## src/rtl/fetch_unit.sv

```systemverilog
// fetch_unit: PC/IR stage with a one-word prefetch buffer and req/ack instruction-memory port.
// Latency: IR loads in the acked cycle with zero-wait memory; ins_out follows on the next edge.
// Backpressure: stall_out holds the control unit while an IR load waits for the fetched word.
module fetch_unit #(
  parameter logic [15:0] RESET_PC = 16'h0000
) (
  input  logic        clk,
  input  logic        rst_n,
  input  logic        il_in,
  input  logic [1:0]  ps_in,
  input  logic [15:0] ja_in,
  output logic [15:0] imem_addr_out,
  output logic        imem_req_out,
  input  logic [15:0] imem_data_in,
  input  logic        imem_ack_in,
  output logic [15:0] ins_out,
  output logic [15:0] pc_out,
  output logic        stall_out,
  output logic [15:0] icount_out
);

  // S_REQ: request in flight for pc_q; S_VALID: buf_q holds the word at pc_q;
  // S_DRAIN: request in flight for an address the PC has already left.
  typedef enum logic [1:0] {
    S_BOOT  = 2'd0,
    S_REQ   = 2'd1,
    S_VALID = 2'd2,
    S_DRAIN = 2'd3
  } state_t;

  state_t      state_q, state_d;
  logic [15:0] pc_q, pc_d;
  logic [15:0] ir_q, ir_d;
  logic [15:0] buf_q, buf_d;
  logic [15:0] req_addr_q, req_addr_d;
  logic [15:0] icount_q, icount_d;

  logic        pc_upd;
  logic        ack_in_req;
  logic        word_ready;
  logic        ir_load;
  logic [15:0] br_off;

  // A PC update always wins over an IR load issued in the same cycle.
  assign pc_upd     = (ps_in != 2'b00);
  assign ack_in_req = (state_q == S_REQ) && imem_ack_in;
  assign word_ready = (state_q == S_VALID) || ack_in_req;
  assign ir_load    = il_in && !pc_upd && word_ready;

  // Branch offset is split across the instruction word: {ir[8:6], ir[2:0]}, signed.
  assign br_off = {{10{ir_q[8]}}, ir_q[8:6], ir_q[2:0]};

  // Next PC from the control unit's select; branch is relative to the current PC.
  always_comb begin
    pc_d = pc_q;
    case (ps_in)
      2'b01:   pc_d = pc_q + 16'd1;
      2'b10:   pc_d = pc_q + br_off;
      2'b11:   pc_d = ja_in;
      default: pc_d = pc_q;
    endcase
  end

  // IR load either from the prefetch buffer or bypassed straight from the ack data.
  always_comb begin
    ir_d     = ir_q;
    icount_d = icount_q;
    if (ir_load) begin
      ir_d     = (state_q == S_VALID) ? buf_q : imem_data_in;
      icount_d = icount_q + 16'd1;
    end
  end

  // Next-state, prefetch buffer and request address. Requests always target the
  // post-update PC so a same-cycle PC change is never fetched stale.
  always_comb begin
    state_d    = state_q;
    buf_d      = buf_q;
    req_addr_d = req_addr_q;
    case (state_q)
      S_BOOT: begin
        state_d    = S_REQ;
        req_addr_d = pc_d;
      end
      S_REQ: begin
        if (imem_ack_in && !pc_upd) begin
          state_d = S_VALID;
          buf_d   = imem_data_in;
        end else if (imem_ack_in && pc_upd) begin
          // Word belongs to the old PC: drop it and ask again.
          state_d    = S_REQ;
          req_addr_d = pc_d;
        end else if (pc_upd) begin
          // Must still absorb the ack of the outstanding request.
          state_d = S_DRAIN;
        end
      end
      S_VALID: begin
        if (pc_upd) begin
          state_d    = S_REQ;
          req_addr_d = pc_d;
        end
      end
      S_DRAIN: begin
        if (imem_ack_in) begin
          state_d    = S_REQ;
          req_addr_d = pc_d;
        end
      end
      default: begin
        state_d    = S_BOOT;
        req_addr_d = pc_q;
      end
    endcase
  end

  // Outputs: request strobe from state only; stall is the one input-dependent output.
  always_comb begin
    imem_req_out = (state_q == S_REQ) || (state_q == S_DRAIN);
    stall_out    = il_in && !pc_upd && !word_ready;
  end

  // State register.
  always_ff @(posedge clk or negedge rst_n) begin
    if (!rst_n) begin
      state_q <= S_BOOT;
    end else begin
      state_q <= state_d;
    end
  end

  // Datapath registers: PC, IR, prefetch buffer, request address, load counter.
  always_ff @(posedge clk or negedge rst_n) begin
    if (!rst_n) begin
      pc_q       <= RESET_PC;
      ir_q       <= 16'h0000;
      buf_q      <= 16'h0000;
      req_addr_q <= RESET_PC;
      icount_q   <= 16'h0000;
    end else begin
      pc_q       <= pc_d;
      ir_q       <= ir_d;
      buf_q      <= buf_d;
      req_addr_q <= req_addr_d;
      icount_q   <= icount_d;
    end
  end

  assign imem_addr_out = req_addr_q;
  assign ins_out       = ir_q;
  assign pc_out        = pc_q;
  assign icount_out    = icount_q;

endmodule

```

## config.mk

```make
export PLATFORM = sky130hd
export DESIGN_NAME = fetch_unit
export DESIGN_NICKNAME = d
export VERILOG_FILES = /design/src/rtl/fetch_unit.sv
export SDC_FILE = /design/constraint.sdc
export NUM_CORES = 1
export LEC_CHECK = 0
export CAP_MARGIN = 20
export CORE_MARGIN = 2
export CORE_UTILIZATION = 50
export CTS_CLUSTER_SIZE = 20
export DETAILED_ROUTE_END_ITERATION = 16
export PLACE_DENSITY = 0.81
export SYNTH_ARGS = -nofsm -noshare
export SYNTH_HDL_FRONTEND = slang
export SYNTH_SLANG_ARGS = --single-unit
```

## constraint.sdc

```tcl
create_clock -name clk -period 3.3 [get_ports clk]
set_clock_uncertainty 0.2 [all_clocks]
set_input_delay 0.825 -clock clk [delete_from_list [all_inputs] [get_ports clk]]
set_output_delay 0.825 -clock clk [all_outputs]
set_load 0.01 [all_outputs]
```

==> run summary, run 1 <==
RUN STATUS
-------------------------------------------------------------------------------------------------
Run status                                                                           complete, no violations

WORST SETUP PATH
-------------------------------------------------------------------------------------------------
Critical-path maximum fanout                                                                    4
Critical path endpoint                                                               imem_addr_out[8]
Critical path origin                                                                     ps_in[0]
Setup slack of the worst register-to-register path                                        0.52 ns
Data arrival time of the critical path                                                    3.23 ns
CP Class                                                                             input port to register
Depth of the most critical reg-to-reg path                                                     10
CP Data Required Time                                                                     3.35 ns
Startpoint kind of the worst setup timing path                                         input port
R2R Path Start                                                                         ins_out[0]
Category of the worst setup path capture point                                           register
Worst reg2reg endpoint                                                               imem_addr_out[8]

CLOCKING
-------------------------------------------------------------------------------------------------
Clock slew seen by the registers of the worst setup and hold paths                        0.09 ns
Source-to-sink clock delay at the later pin of the worst-skew pair                        0.36 ns
H-Tree Level Count                                                                              3
Clock Sinks                                                                                    82
CTS tree                                                                                    built
Clock Path Buffers                                                                              2
Clock Tree Root                                                                      sky130_fd_sc_hd__clkbuf_8
Number of buffers inserted during clock tree synthesis                                          9

GRT
-------------------------------------------------------------------------------------------------
Largest net degree at the start of global routing                                              46
GR Overflow Total                                                                               0
Number of global-route vias before repair                                                    3960
Global routing usage summed across all routing layers                                      0.2423
Number of antenna violations at the first check in global routing                               0
Global-route wire length before repair                                                   18.74 mm

ROUTING
-------------------------------------------------------------------------------------------------
Total wire length after detailed routing                                                 11.16 mm
Routed length on met2                                                                    5.553 mm
Avg WL per Cell                                                                          16.44 um
Total DRC errors in the routed layout                                                           0
Number of antenna-violating nets in the routed design                                           0
DRT Pass-1 Iters                                                                                4
Top routing layer in use                                                                     met4
Routed wl met3                                                                             761 um
Vias after detailed routing                                                                  3859
Post-DR vias/cell                                                                           5.683
Iter 0 DRT Violations                                                                         197
Detailed-route wire length on metal 1                                                    4.682 mm

POWER
-------------------------------------------------------------------------------------------------
Internal power                                                                           2.395 mW
Part of the total power dissipated in combinational logic                                   0.348
Total leakage power                                                                      2.555 nW
Net switching share of the total power                                                     0.3235
Power, Total                                                                             3.541 mW
Cell area power density                                                              586.2 mW/mm^2
Switching component of the power                                                         1.145 mW
Sequential power share                                                                      0.410
Clock group share of total power                                                            0.242
Worst-case vdd ir drop                                                                0.0003653 V

LOGIC SYNTHESIS
-------------------------------------------------------------------------------------------------
Mapped Avg Cell Area                                                                  9.850 sq um
Post-Syn Area                                                                        0.004324 sq mm
Synthesized Nets                                                                              489
Synth Flop Type                                                                      sky130_fd_sc_hd__dfrtp_1
Number of enable-type register cells in the synthesized netlist                                 0
Most frequent cells after synthesis                                                  sky130_fd_sc_hd__dfrtp_1 (82), sky130_fd_sc_hd__nor2_1 (48), sky130_fd_sc_hd__nand2_1 (34)
Yosys top cell area share                                                                  0.4745
Share of synthesized registers carrying an async set or reset                               1.000
Number of instances in the synthesized netlist                                                439
Count of yosys warnings during synthesis                                                        0
Number of storage elements in the synthesis netlist                                            82
Yosys top cell by area                                                               sky130_fd_sc_hd__dfrtp_1
Part of the Yosys area used for sequential elements                                        0.4745
Largest cells by area after synthesis                                                sky130_fd_sc_hd__dfrtp_1 (47%), sky130_fd_sc_hd__mux2_2 (5.2%), sky130_fd_sc_hd__mux2i_1 (4.9%), sky130_fd_sc_hd__nor2_1 (4.2%), sky130_fd_sc_hd__a21oi_1 (3.8%)
Top-count cell post-synth                                                            sky130_fd_sc_hd__dfrtp_1
Number of distinct library cell variants in the gate-level netlist after synthesis             50

DIE
-------------------------------------------------------------------------------------------------
Top-level port count                                                                          104
Die Area                                                                             0.009408 sq mm
Vertical extent of the die                                                               97.00 um
Initial core utilization                                                                   0.5210
Floorplan Core Area                                                                  0.008299 sq mm
Number of rows created at floorplan                                                            33
Die extent in x                                                                          97.00 um

PLACE
-------------------------------------------------------------------------------------------------
Number of placed instances, taps included                                                     659
DP Wirelength                                                                            7.911 mm
Last weighted congestion value of the routability-driven placer                            0.9206
Number of input and output port buffers inserted                                              103

TIMING
-------------------------------------------------------------------------------------------------
Worst Max-Slew Pin Slew                                                                 0.6645 ns
Min Clock Period, post-route                                                             3.185 ns
Final setup violation count                                                                     0
Total negative slack for setup checks                                                        0 ns
Fraction of the cycle the final worst path needs                                           0.9652
Number of slew-limit violations in the final report                                             0
Worst slack on hold paths                                                               0.2196 ns
Final hold vios                                                                                 0
RSZ-0062 raised after global routing                                                           no
Tightest slew margin relative to the limit                                                 0.5540
Max frequency                                                                           314.0 MHz

MIN PATH
-------------------------------------------------------------------------------------------------
Min-Delay Path Class                                                                 input port to asynchronous set/reset pin

LAYOUT
-------------------------------------------------------------------------------------------------
Post-layout nets                                                                              619
Finished Core Util                                                                         0.7277
Fraction of final layout cells sized beyond drive strength 1                               0.1777
Antenna diode instance count                                                                    0
Number of non-filler instances in the completed layout                                        679
Relative area change from synthesis to final layout                                        39.67%

RUN
-------------------------------------------------------------------------------------------------
Max-Cap Viols                                                                                   0

[repair_timing]
item / in CTS / in global routing
setup buffers: 3 / 1
gates resized for setup: 10 / 10
pin swaps: 5 / 9
endpoints found under the hold margin: 0 / 0
hold buffers: 0 / 0
setup endpoints to repair: 24 / 18
[registers in the layout, indices dropped and copies added (netlist names)]
name,count
buf_q,16
icount_out,16
imem_addr_out,16
ins_out,16
pc_out,16
state_q,2
[worst min-delay path by stage]
stage | slack, ns | to
floorplan | 0.28 | buf_q[10]
detailed placement | 0.28 | imem_addr_out[0]
CTS | 0.23 | imem_addr_out[7]
finish | 0.22 | imem_addr_out[7]
global route | 0.26 | imem_addr_out[7]
global placement | 0.27 | icount_out[15]
[critical path, stage by stage]
cell and delay, ns:
sky130_fd_sc_hd__clkbuf_2 0.11, sky130_fd_sc_hd__inv_2 0.04, sky130_fd_sc_hd__ha_2 0.18, sky130_fd_sc_hd__buf_6 0.12, sky130_fd_sc_hd__and2_1 0.15, sky130_fd_sc_hd__ha_1 0.29, sky130_fd_sc_hd__nor2b_2 0.16, sky130_fd_sc_hd__o31a_1 0.35
sky130_fd_sc_hd__or4b_4 0.55, sky130_fd_sc_hd__buf_4 0.15, sky130_fd_sc_hd__a41oi_2 0.20, sky130_fd_sc_hd__a31oi_1 0.10
[routing by layer]
layer | GRT usage | vias up
li1 | - | 1836
met1 | 0.3026 | 1873
met2 | 0.4060 | 134
met3 | 0.06503 | 16
met4 | 0.08559 | 0
met5 | 0 | -
[cells in the final DEF, fill, tap and decap left out, types with 3 or more instances in the layout]
| cell | instances |
|---|---|
| sky130_fd_sc_hd__o21a_1 | 3 |
| sky130_fd_sc_hd__a221oi_1 | 3 |
| sky130_fd_sc_hd__nand4_1 | 7 |
| sky130_fd_sc_hd__mux2i_1 | 20 |
| sky130_fd_sc_hd__xor2_1 | 5 |
| sky130_fd_sc_hd__o22ai_1 | 3 |
| sky130_fd_sc_hd__inv_1 | 10 |
| sky130_fd_sc_hd__o211ai_1 | 3 |
| sky130_fd_sc_hd__nor3_1 | 5 |
| sky130_fd_sc_hd__dfrtp_1 | 82 |
| sky130_fd_sc_hd__nand2b_1 | 3 |
| sky130_fd_sc_hd__clkbuf_8 | 11 |
| sky130_fd_sc_hd__nand3_1 | 20 |
| sky130_fd_sc_hd__a211oi_1 | 3 |
| sky130_fd_sc_hd__clkinv_4 | 3 |
| sky130_fd_sc_hd__clkdlybuf4s50_1 | 100 |
| sky130_fd_sc_hd__a22oi_1 | 13 |
| sky130_fd_sc_hd__and3_1 | 5 |
| sky130_fd_sc_hd__nor2b_1 | 5 |
| sky130_fd_sc_hd__nor2_1 | 47 |
| sky130_fd_sc_hd__a31oi_1 | 8 |
| sky130_fd_sc_hd__nand2_1 | 34 |
| sky130_fd_sc_hd__ha_1 | 8 |
| sky130_fd_sc_hd__a21oi_1 | 31 |
| sky130_fd_sc_hd__mux2_2 | 20 |
| sky130_fd_sc_hd__buf_4 | 37 |
| sky130_fd_sc_hd__o21ai_0 | 16 |
| sky130_fd_sc_hd__and2_1 | 6 |
| sky130_fd_sc_hd__buf_12 | 3 |
| sky130_fd_sc_hd__xnor2_1 | 15 |
[per-stage QoR]
| stage | setup slack, ns | instance area, sq um |
|---|---|---|
| floorplan | 0.04511 | 4327 |
| global placement | -0.5652 | 5708 |
| detailed placement | -0.6060 | 5708 |
| CTS | 0.01887 | 6011 |
| global route | 0.02882 | 6040 |
| finish | 0.1148 | 6040 |
[kinds of logic (layout without fill, tap and decap cells)]
group,Yosys count,in the layout,synth area share
AOI/OAI and AO/OA,102,102,0.1531
xor gates and xnor gates,20,20,0.04051
adders and majority gates,12,12,0.03646
buffers and inverters,35,170,0.03270
DFF,82,82,0.4745
muxes,41,41,0.1007
and+or+nand+nor,147,147,0.1620
[power by group through the flow]
stage / clock, mW / combinational [mW] / sequential (mW)
final: 0.856 / 1.23 / 1.45
after global routing: 0.905 / 1.34 / 1.49
after CTS: 0.868 / 1.22 / 1.45
after detailed placement: 0 / 1.20 / 1.46
after global placement: 0 / 1.17 / 1.45
after floorplan: 0 / 0.534 / 1.48
[final cells by class]
cell class              count  area (sq um)
fillers                   594          2260
multi-input cells         322          2217
flip-flops and latches     82          2052
repair buffers            143          1360
clock buffers              11         151.4
well taps                 105         131.4
clock inverters             5         86.33
inverters                  11         41.29
(Power assumes the default switching activity.)
==> run 2, diff against run 1 <==
--- a/config.mk
+++ b/config.mk
@@ -6,10 +6,10 @@
 export NUM_CORES = 1
 export LEC_CHECK = 0
 export CAP_MARGIN = 20
-export CORE_MARGIN = 2
 export CORE_UTILIZATION = 50
 export CTS_CLUSTER_SIZE = 20
 export DETAILED_ROUTE_END_ITERATION = 16
+export MAX_ROUTING_LAYER = met4
 export PLACE_DENSITY = 0.81
 export SYNTH_ARGS = -nofsm -noshare
 export SYNTH_HDL_FRONTEND = slang
==> run 2 against run 1 <==
Die area decreased by 4.1%. Final cell count decreased by 1.0%. Combinational power about the same. Hold slack got worse by 0.0059 ns. Sequential cell count unchanged. Critical path type unchanged. Largest cell class unchanged.
==> run summary, run 2 (same netlist as run 1, synthesis figures left out) <==
WORST SETUP PATH
---------------------------------------------------------------------------------
Critical path cell sequence                                          dlygate4sd2_1 -> ha_4 -> and2_1 -> ha_1 -> and2_4 -> a221o_2 -> o31a_1 -> a211oi_2 -> mux2i_1 -> a31oi_2
Kind of cell with the highest combined delay on the critical path    compound AO/OA/AOI/OAI gates
Startpoint kind of the worst setup timing path                         input port
CP Data Required Time                                                     3.33 ns   -0.02 ns
Standard cell with the maximum stage delay on the critical path      sky130_fd_sc_hd__a221o_2
Data arrival time of the critical path                                    3.22 ns   about the same
Critical path origin                                                     ps_in[1]
Setup slack of the worst register-to-register path                        0.61 ns   +0.09 ns
Category of the worst setup path capture point                           register
R2R Path Start                                                         ins_out[7]
Worst reg2reg endpoint                                               imem_addr_out[13]
CP Class                                                             input port to register
Depth of the most critical reg-to-reg path                                      8   -2
Combined buffer and inverter count along the critical path                      1   -3
Critical-path maximum fanout                                                    7   +3
Max incr delay on CP                                                      0.36 ns   -0.19 ns

CLOCKING
---------------------------------------------------------------------------------
CTS tree                                                                    built
Source-to-sink clock delay at the later pin of the worst-skew pair        0.36 ns   about the same
Clock slew seen by the registers of the worst setup and hold paths        0.10 ns   about the same
H-Tree Level Count                                                              3   unchanged
Number of buffers inserted during clock tree synthesis                          9   unchanged
Clock Sinks                                                                    82   unchanged
Buffers inserted by post-CTS timing repair                                      0   -3
Clock Path Buffers                                                              2   unchanged
Clock Tree Root                                                      sky130_fd_sc_hd__clkbuf_8
Number of hold buffers added after CTS                                          0   unchanged

TIMING
---------------------------------------------------------------------------------
Worst Max-Slew Pin Slew                                                 0.6750 ns   +0.01057 ns
Min Clock Period, post-route                                             3.188 ns   +0.002379 ns
Final hold vios                                                                 0   unchanged
Fraction of the cycle the final worst path needs                           0.9659   about the same
Setup slack after layout                                                0.1124 ns   -0.002379 ns
Final setup violation count                                                     0   unchanged
Number of slew-limit violations in the final report                             0   unchanged
Tightest slew margin relative to the limit                                 0.5470   -0.007093
RSZ-0062 raised after global routing                                           no
Max frequency                                                           313.7 MHz   about the same

LAYOUT
---------------------------------------------------------------------------------
Most frequent cells in the layout                                    sky130_fd_sc_hd__clkdlybuf4s50_1 (99), sky130_fd_sc_hd__dfrtp_1 (82), sky130_fd_sc_hd__nor2_1 (47), sky130_fd_sc_hd__nand2_1 (34), sky130_fd_sc_hd__a21oi_1 (32)
Commonest non-fill, non-tap cell in the layout                       sky130_fd_sc_hd__clkdlybuf4s50_1
Number of filler cells placed in the layout                                   631   +6.2%
Fin area                                                             0.005907 sq mm   -2.2%
Number of non-filler instances in the completed layout                        672   -1.0%
Antenna diode instance count                                                    0   unchanged
Fraction of final layout cells sized beyond drive strength 1               0.1517   -0.02602
Relative area change from synthesis to final layout                        36.60%
Post-layout nets                                                              612   -1.1%

DIE
---------------------------------------------------------------------------------
Top-level port count                                                          104   unchanged
Die extent in x                                                          95.00 um   -2.1%
Initial core utilization                                                   0.5210   unchanged
Die Area                                                             0.009024 sq mm   -4.1%
Vertical extent of the die                                               95.00 um   -2.1%
Number of rows created at floorplan                                            33   unchanged
Floorplan Core Area                                                  0.008299 sq mm   unchanged

POWER
---------------------------------------------------------------------------------
Worst-case vdd ir drop                                                0.0003453 V   -5.5%
Cell area power density                                              580.2 mW/mm^2   -1.0%
Power, Total                                                             3.427 mW   -3.2%
Total leakage power                                                      2.512 nW   -1.7%

ROUTING
---------------------------------------------------------------------------------
Total wire length after detailed routing                                 10.80 mm   -3.2%
Avg WL per Cell                                                          16.07 um   -2.2%
DRT Pass-1 Iters                                                                4   unchanged
Iter 0 DRT Violations                                                         155   -21%
Total DRC errors in the routed layout                                           0   unchanged
Post-DR vias/cell                                                           5.624   -1.1%
Vias after detailed routing                                                  3779   -2.1%
Number of antenna-violating nets in the routed design                           0   unchanged

GRT
---------------------------------------------------------------------------------
Number of antenna violations at the first check in global routing               0   unchanged
Number of global-route vias before repair                                    3618   -8.6%
GR Overflow Total                                                               0   unchanged
Global routing usage summed across all routing layers                      0.2619   +0.01962
Global-route wire length before repair                                   17.55 mm   -6.4%
Largest net degree at the start of global routing                              83   +80%

RUN STATUS
---------------------------------------------------------------------------------
Run status                                                           complete, no violations

PLACE
---------------------------------------------------------------------------------
Pre-CTS WS                                                             -0.6145 ns   -0.008466 ns
Number of placed instances, taps included                                     655   -0.61%
Last weighted congestion value of the routability-driven placer            0.8856   -3.8%
Post-DP Area                                                         0.005658 sq mm   -0.88%
DP Wirelength                                                            7.539 mm   -4.7%
Number of input and output port buffers inserted                              103   unchanged

RUN
---------------------------------------------------------------------------------
Max-Cap Viols                                                                   0   unchanged

MIN PATH
---------------------------------------------------------------------------------
Min-Delay Path Class                                                 input port to asynchronous set/reset pin

-- run 2: cell count changes in the layout (fill, tap and decap cells not counted), sizes merged, moves of 2 or more --
cell         change
buf              -7
clkbuf           -4
inv              +4
dlygate4sd2      +3
clkinv           -2
-- run 2: worst max-delay path by stage --
stage,end,slack (ns),cells after the start
6_report,imem_addr_out[13],0.11,10
5_1_grt,imem_addr_out[12],0.001,14
4_1_cts,imem_addr_out[13],0.12,11
3_5_place_dp,imem_addr_out[9],-0.61,12
3_3_place_gp,imem_addr_out[13],-0.52,11
2_1_floorplan,imem_addr_out[13],0.05,10
-- run 2: repair_timing --
| action | CTS | global route |
|---|---|---|
| setup endpoints to repair | 24 | 5 |
| resized for setup | 8 | 2 |
| hold endpoints to repair | 0 | 0 |
| pin swaps | 1 | 2 |
| gates cloned | 0 | 0 |
-- run 2: metal layers --
layer | global-route usage | share of wire
met4 | 0.08207 | 0.013
met1 | 0.3420 | 0.45
met2 | 0.4071 | 0.48
met3 | 0.05717 | 0.054
met5 | - | 0
-- run 2: cell type report --
cell class | count | area, sq um | area share
repair buffers | 136 | 1310 | 0.2218
multi-input cells | 322 | 2165 | 0.3664
flip-flops and latches | 82 | 2052 | 0.3474
well taps | 105 | 131.4 | 0.02224
clock inverters | 7 | 83.83 | 0.01419
clock buffers | 9 | 123.9 | 0.02097
inverters | 11 | 41.29 | 0.006990
-- run 2: metrics by stage --
| stage | util | hold WS (ns) | setup TNS, ns |
|---|---|---|---|
| final | 0.7117 | 0.2137 | 0 |
| after global routing | 0.7117 | 0.2471 | 0 |
| after CTS | 0.7081 | 0.2947 | 0 |
| after detailed placement | 0.6817 | 0.2756 | -12.47 |
| after global placement | 0.6817 | 0.2650 | -10.26 |
| after floorplan | - | 0.2792 | 0 |
-- run 2: power by group --
part	leakage [nW]	switching, mW	internal [mW]
sequential	1.01	0.214	1.23
clock	0.103	0.414	0.365
combinational	1.40	0.528	0.673
total	2.51	1.16	2.27
==> run 3, diff against run 2 <==
--- a/config.mk
+++ b/config.mk
@@ -10,7 +10,7 @@
 export CTS_CLUSTER_SIZE = 20
 export DETAILED_ROUTE_END_ITERATION = 16
 export MAX_ROUTING_LAYER = met4
-export PLACE_DENSITY = 0.81
+export PLACE_DENSITY_LB_ADDON = 0.12
 export SYNTH_ARGS = -nofsm -noshare
 export SYNTH_HDL_FRONTEND = slang
 export SYNTH_SLANG_ARGS = --single-unit
==> run 3 against run 2 <==
Hold slack gained 0.0052 ns. Sequential power is essentially flat. Sequential cell count is the same. Fmax shrank 0.23%. Die area stayed put. Final cell count increased by 1.2%. Critical endpoint is now imem_addr_out[8]. Largest cell class unchanged. Largest power group unchanged. Highest routed layer unchanged.
==> run summary, run 3 (same netlist as run 1, synthesis figures left out) <==
TIMING
---------------------------------------------------------------------------------
Final setup violation count                                                     0   unchanged
Total negative slack for setup checks                                        0 ns   unchanged
Tightest slew margin relative to the limit                                 0.5293   -0.01764
Min Clock Period, post-route                                             3.195 ns   +0.007281 ns
Final hold vios                                                                 0   unchanged
Max frequency                                                           313.0 MHz   -0.23%
Number of slew-limit violations in the final report                             0   unchanged
Worst Max-Slew Pin Slew                                                 0.6996 ns   +0.02453 ns
Fraction of the cycle the final worst path needs                           0.9681   +0.002206

GRT
---------------------------------------------------------------------------------
Number of global-route vias before repair                                    3665   +1.3%
GR Overflow Total                                                               0   unchanged
Global routing usage summed across all routing layers                      0.2562   -0.005650
Global-route wire length before repair                                   17.35 mm   -1.1%
Number of antenna violations at the first check in global routing               0   unchanged
Met3 track demand over resource in global routing                         0.05233   -0.004831
Largest net degree at the start of global routing                              48   -42%
Global-route track usage on met1                                           0.3205   -0.02152
M2 GR Usage                                                                0.4095   +0.002398
Global routing's busiest layer                                               met2

POWER
---------------------------------------------------------------------------------
Net switching share of the total power                                     0.3338   -0.003642
Sequential power share                                                      0.422   about the same
Internal power                                                           2.282 mW   +0.49%
Total leakage power                                                      2.561 nW   +1.9%
Power, Total                                                             3.425 mW   about the same
Switching component of the power                                         1.143 mW   -1.1%
Clock group share of total power                                            0.217   -0.010
Cell area power density                                              569.5 mW/mm^2   -1.8%
Part of the total power dissipated in combinational logic                   0.360   +0.009
Worst-case vdd ir drop                                                0.0003895 V   +13%

LAYOUT
---------------------------------------------------------------------------------
Antenna diode instance count                                                    0   unchanged
Most frequent cells in the layout                                    sky130_fd_sc_hd__clkdlybuf4s50_1 (99), sky130_fd_sc_hd__dfrtp_1 (82), sky130_fd_sc_hd__nor2_1 (47), sky130_fd_sc_hd__buf_4 (38), sky130_fd_sc_hd__nand2_1 (34)
Finished Core Util                                                         0.7247   +0.01297
Number of filler cells placed in the layout                                   629   -0.32%
Post-layout nets                                                              620   +1.3%
Relative area change from synthesis to final layout                        39.09%
Fraction of final layout cells sized beyond drive strength 1               0.1739   +0.02224
Commonest non-fill, non-tap cell in the layout                       sky130_fd_sc_hd__clkdlybuf4s50_1
Fin area                                                             0.006015 sq mm   +1.8%

ROUTING
---------------------------------------------------------------------------------
Total DRC errors in the routed layout                                           0   unchanged
Total wire length after detailed routing                                 10.80 mm   about the same
Iter 0 DRT Violations                                                         146   -5.8%
Number of antenna-violating nets in the routed design                           0   unchanged
Avg WL per Cell                                                          15.88 um   -1.2%
DRT Pass-1 Iters                                                                4   unchanged
Vias after detailed routing                                                  3861   +2.2%
Post-DR vias/cell                                                           5.678   +0.97%

PLACE
---------------------------------------------------------------------------------
DP Wirelength                                                            7.725 mm   +2.5%
Post-DP Area                                                         0.005738 sq mm   +1.4%
Number of input and output port buffers inserted                              103   unchanged
Last weighted congestion value of the routability-driven placer            0.8298   -6.3%

CLOCKING
---------------------------------------------------------------------------------
Clock slew seen by the registers of the worst setup and hold paths        0.09 ns   about the same
Clock Path Buffers                                                              2   unchanged
CTS tree                                                                    built
H-Tree Level Count                                                              3   unchanged
Clock Tree Root                                                      sky130_fd_sc_hd__clkbuf_8
Number of buffers inserted during clock tree synthesis                          9   unchanged
Source-to-sink clock delay at the later pin of the worst-skew pair        0.35 ns   about the same
Clock Sinks                                                                    82   unchanged

WORST SETUP PATH
---------------------------------------------------------------------------------
Category of the worst setup path capture point                           register
CP Class                                                             input port to register
Combined buffer and inverter count along the critical path                      2   +1
CP Data Required Time                                                     3.38 ns   +0.05 ns
Data arrival time of the critical path                                    3.28 ns   +0.06 ns
Standard cell with the maximum stage delay on the critical path      sky130_fd_sc_hd__or4b_4
Kind of cell with the highest combined delay on the critical path    compound AO/OA/AOI/OAI gates
Critical-path maximum fanout                                                    4   -3
Startpoint kind of the worst setup timing path                         input port
Max incr delay on CP                                                      0.54 ns   +0.18 ns
Critical path cell sequence                                          dlymetal6s2s_1 -> ha_2 -> buf_4 -> and2_1 -> ha_1 -> nor2b_1 -> o31a_1 -> or4b_4 -> a211oi_2 -> a41oi_2 -> a31oi_1

DIE
---------------------------------------------------------------------------------
Number of rows created at floorplan                                            33   unchanged
Vertical extent of the die                                               95.00 um   unchanged
Initial core utilization                                                   0.5210   unchanged
Floorplan Core Area                                                  0.008299 sq mm   unchanged
Die extent in x                                                          95.00 um   unchanged
Die Area                                                             0.009024 sq mm   unchanged
Top-level port count                                                          104   unchanged

RUN STATUS
---------------------------------------------------------------------------------
Run status                                                           complete, no violations

RUN
---------------------------------------------------------------------------------
Max-Cap Viols                                                                   0   unchanged

MIN PATH
---------------------------------------------------------------------------------
Min-Delay Path Class                                                 input port to asynchronous set/reset pin

[run 3: cell count changes in the layout (fill, tap and decap cells not counted), sizes merged]
cell	delta
clkbuf	+1
clkinvlp	+1
inv	-2
dlymetal6s2s	+1
clkinv	+1
buf	+8
dlygate4sd2	-2
[run 3: per-layer routing]
metal | wire, um | share of wire
met1 | 4698 | 0.44
met2 | 5256 | 0.49
met3 | 571 | 0.053
met4 | 272 | 0.025
met5 | 0 | 0
[run 3: final timing paths]
path	from	end	slack [ns]	cells after the start
min in group clk	icount_out[15]	icount_out[15]	0.28	1
max reg2reg	ins_out[0]	imem_addr_out[8]	0.54	10
min	rst_n	imem_addr_out[7]	0.22	1
max	ps_in[1]	imem_addr_out[8]	0.11	11
max in group asynchronous	rst_n	state_q[1]	2.06	2
min reg2reg	icount_out[15]	icount_out[15]	0.28	1
[run 3: power groups by stage]
stage | logic, mW | clock network, mW | registers [mW]
floorplan | 0.534 | 0 | 1.48
finish | 1.23 | 0.744 | 1.45
global route | 1.35 | 0.798 | 1.48
CTS | 1.22 | 0.761 | 1.45
global placement | 1.18 | 0 | 1.45
detailed placement | 1.21 | 0 | 1.46
[run 3: repair_timing]
action	in CTS	in global routing
hold buffers	0	0
resized for setup	7	11
setup endpoints to repair	22	23
pin swaps	1	8
buffers inserted	0	1
[run 3: stage by stage]
step	std cells	hold slack (ns)	setup WS [ns]
4_1_cts	679	0.2295	-0.01442
5_1_grt	680	0.2485	-0.01388
3_5_place_dp	663	0.2672	-0.5830
6_report	680	0.2189	0.1052
3_3_place_gp	663	0.2580	-0.5580
2_1_floorplan	439	0.2792	0.04511
[run 3: area by class of cell]
type / count / area, sq um / share of cell area
Multi-Input combinational cell: 322 / 2216 / 0.3684
Sequential cell: 82 / 2052 / 0.3412
Timing Repair Buffer: 144 / 1374 / 0.2284
Tap cell: 105 / 131.4 / 0.02184
Clock buffer: 9 / 123.9 / 0.02059
Clock inverter: 7 / 76.32 / 0.01269
Inverter: 11 / 41.29 / 0.006865
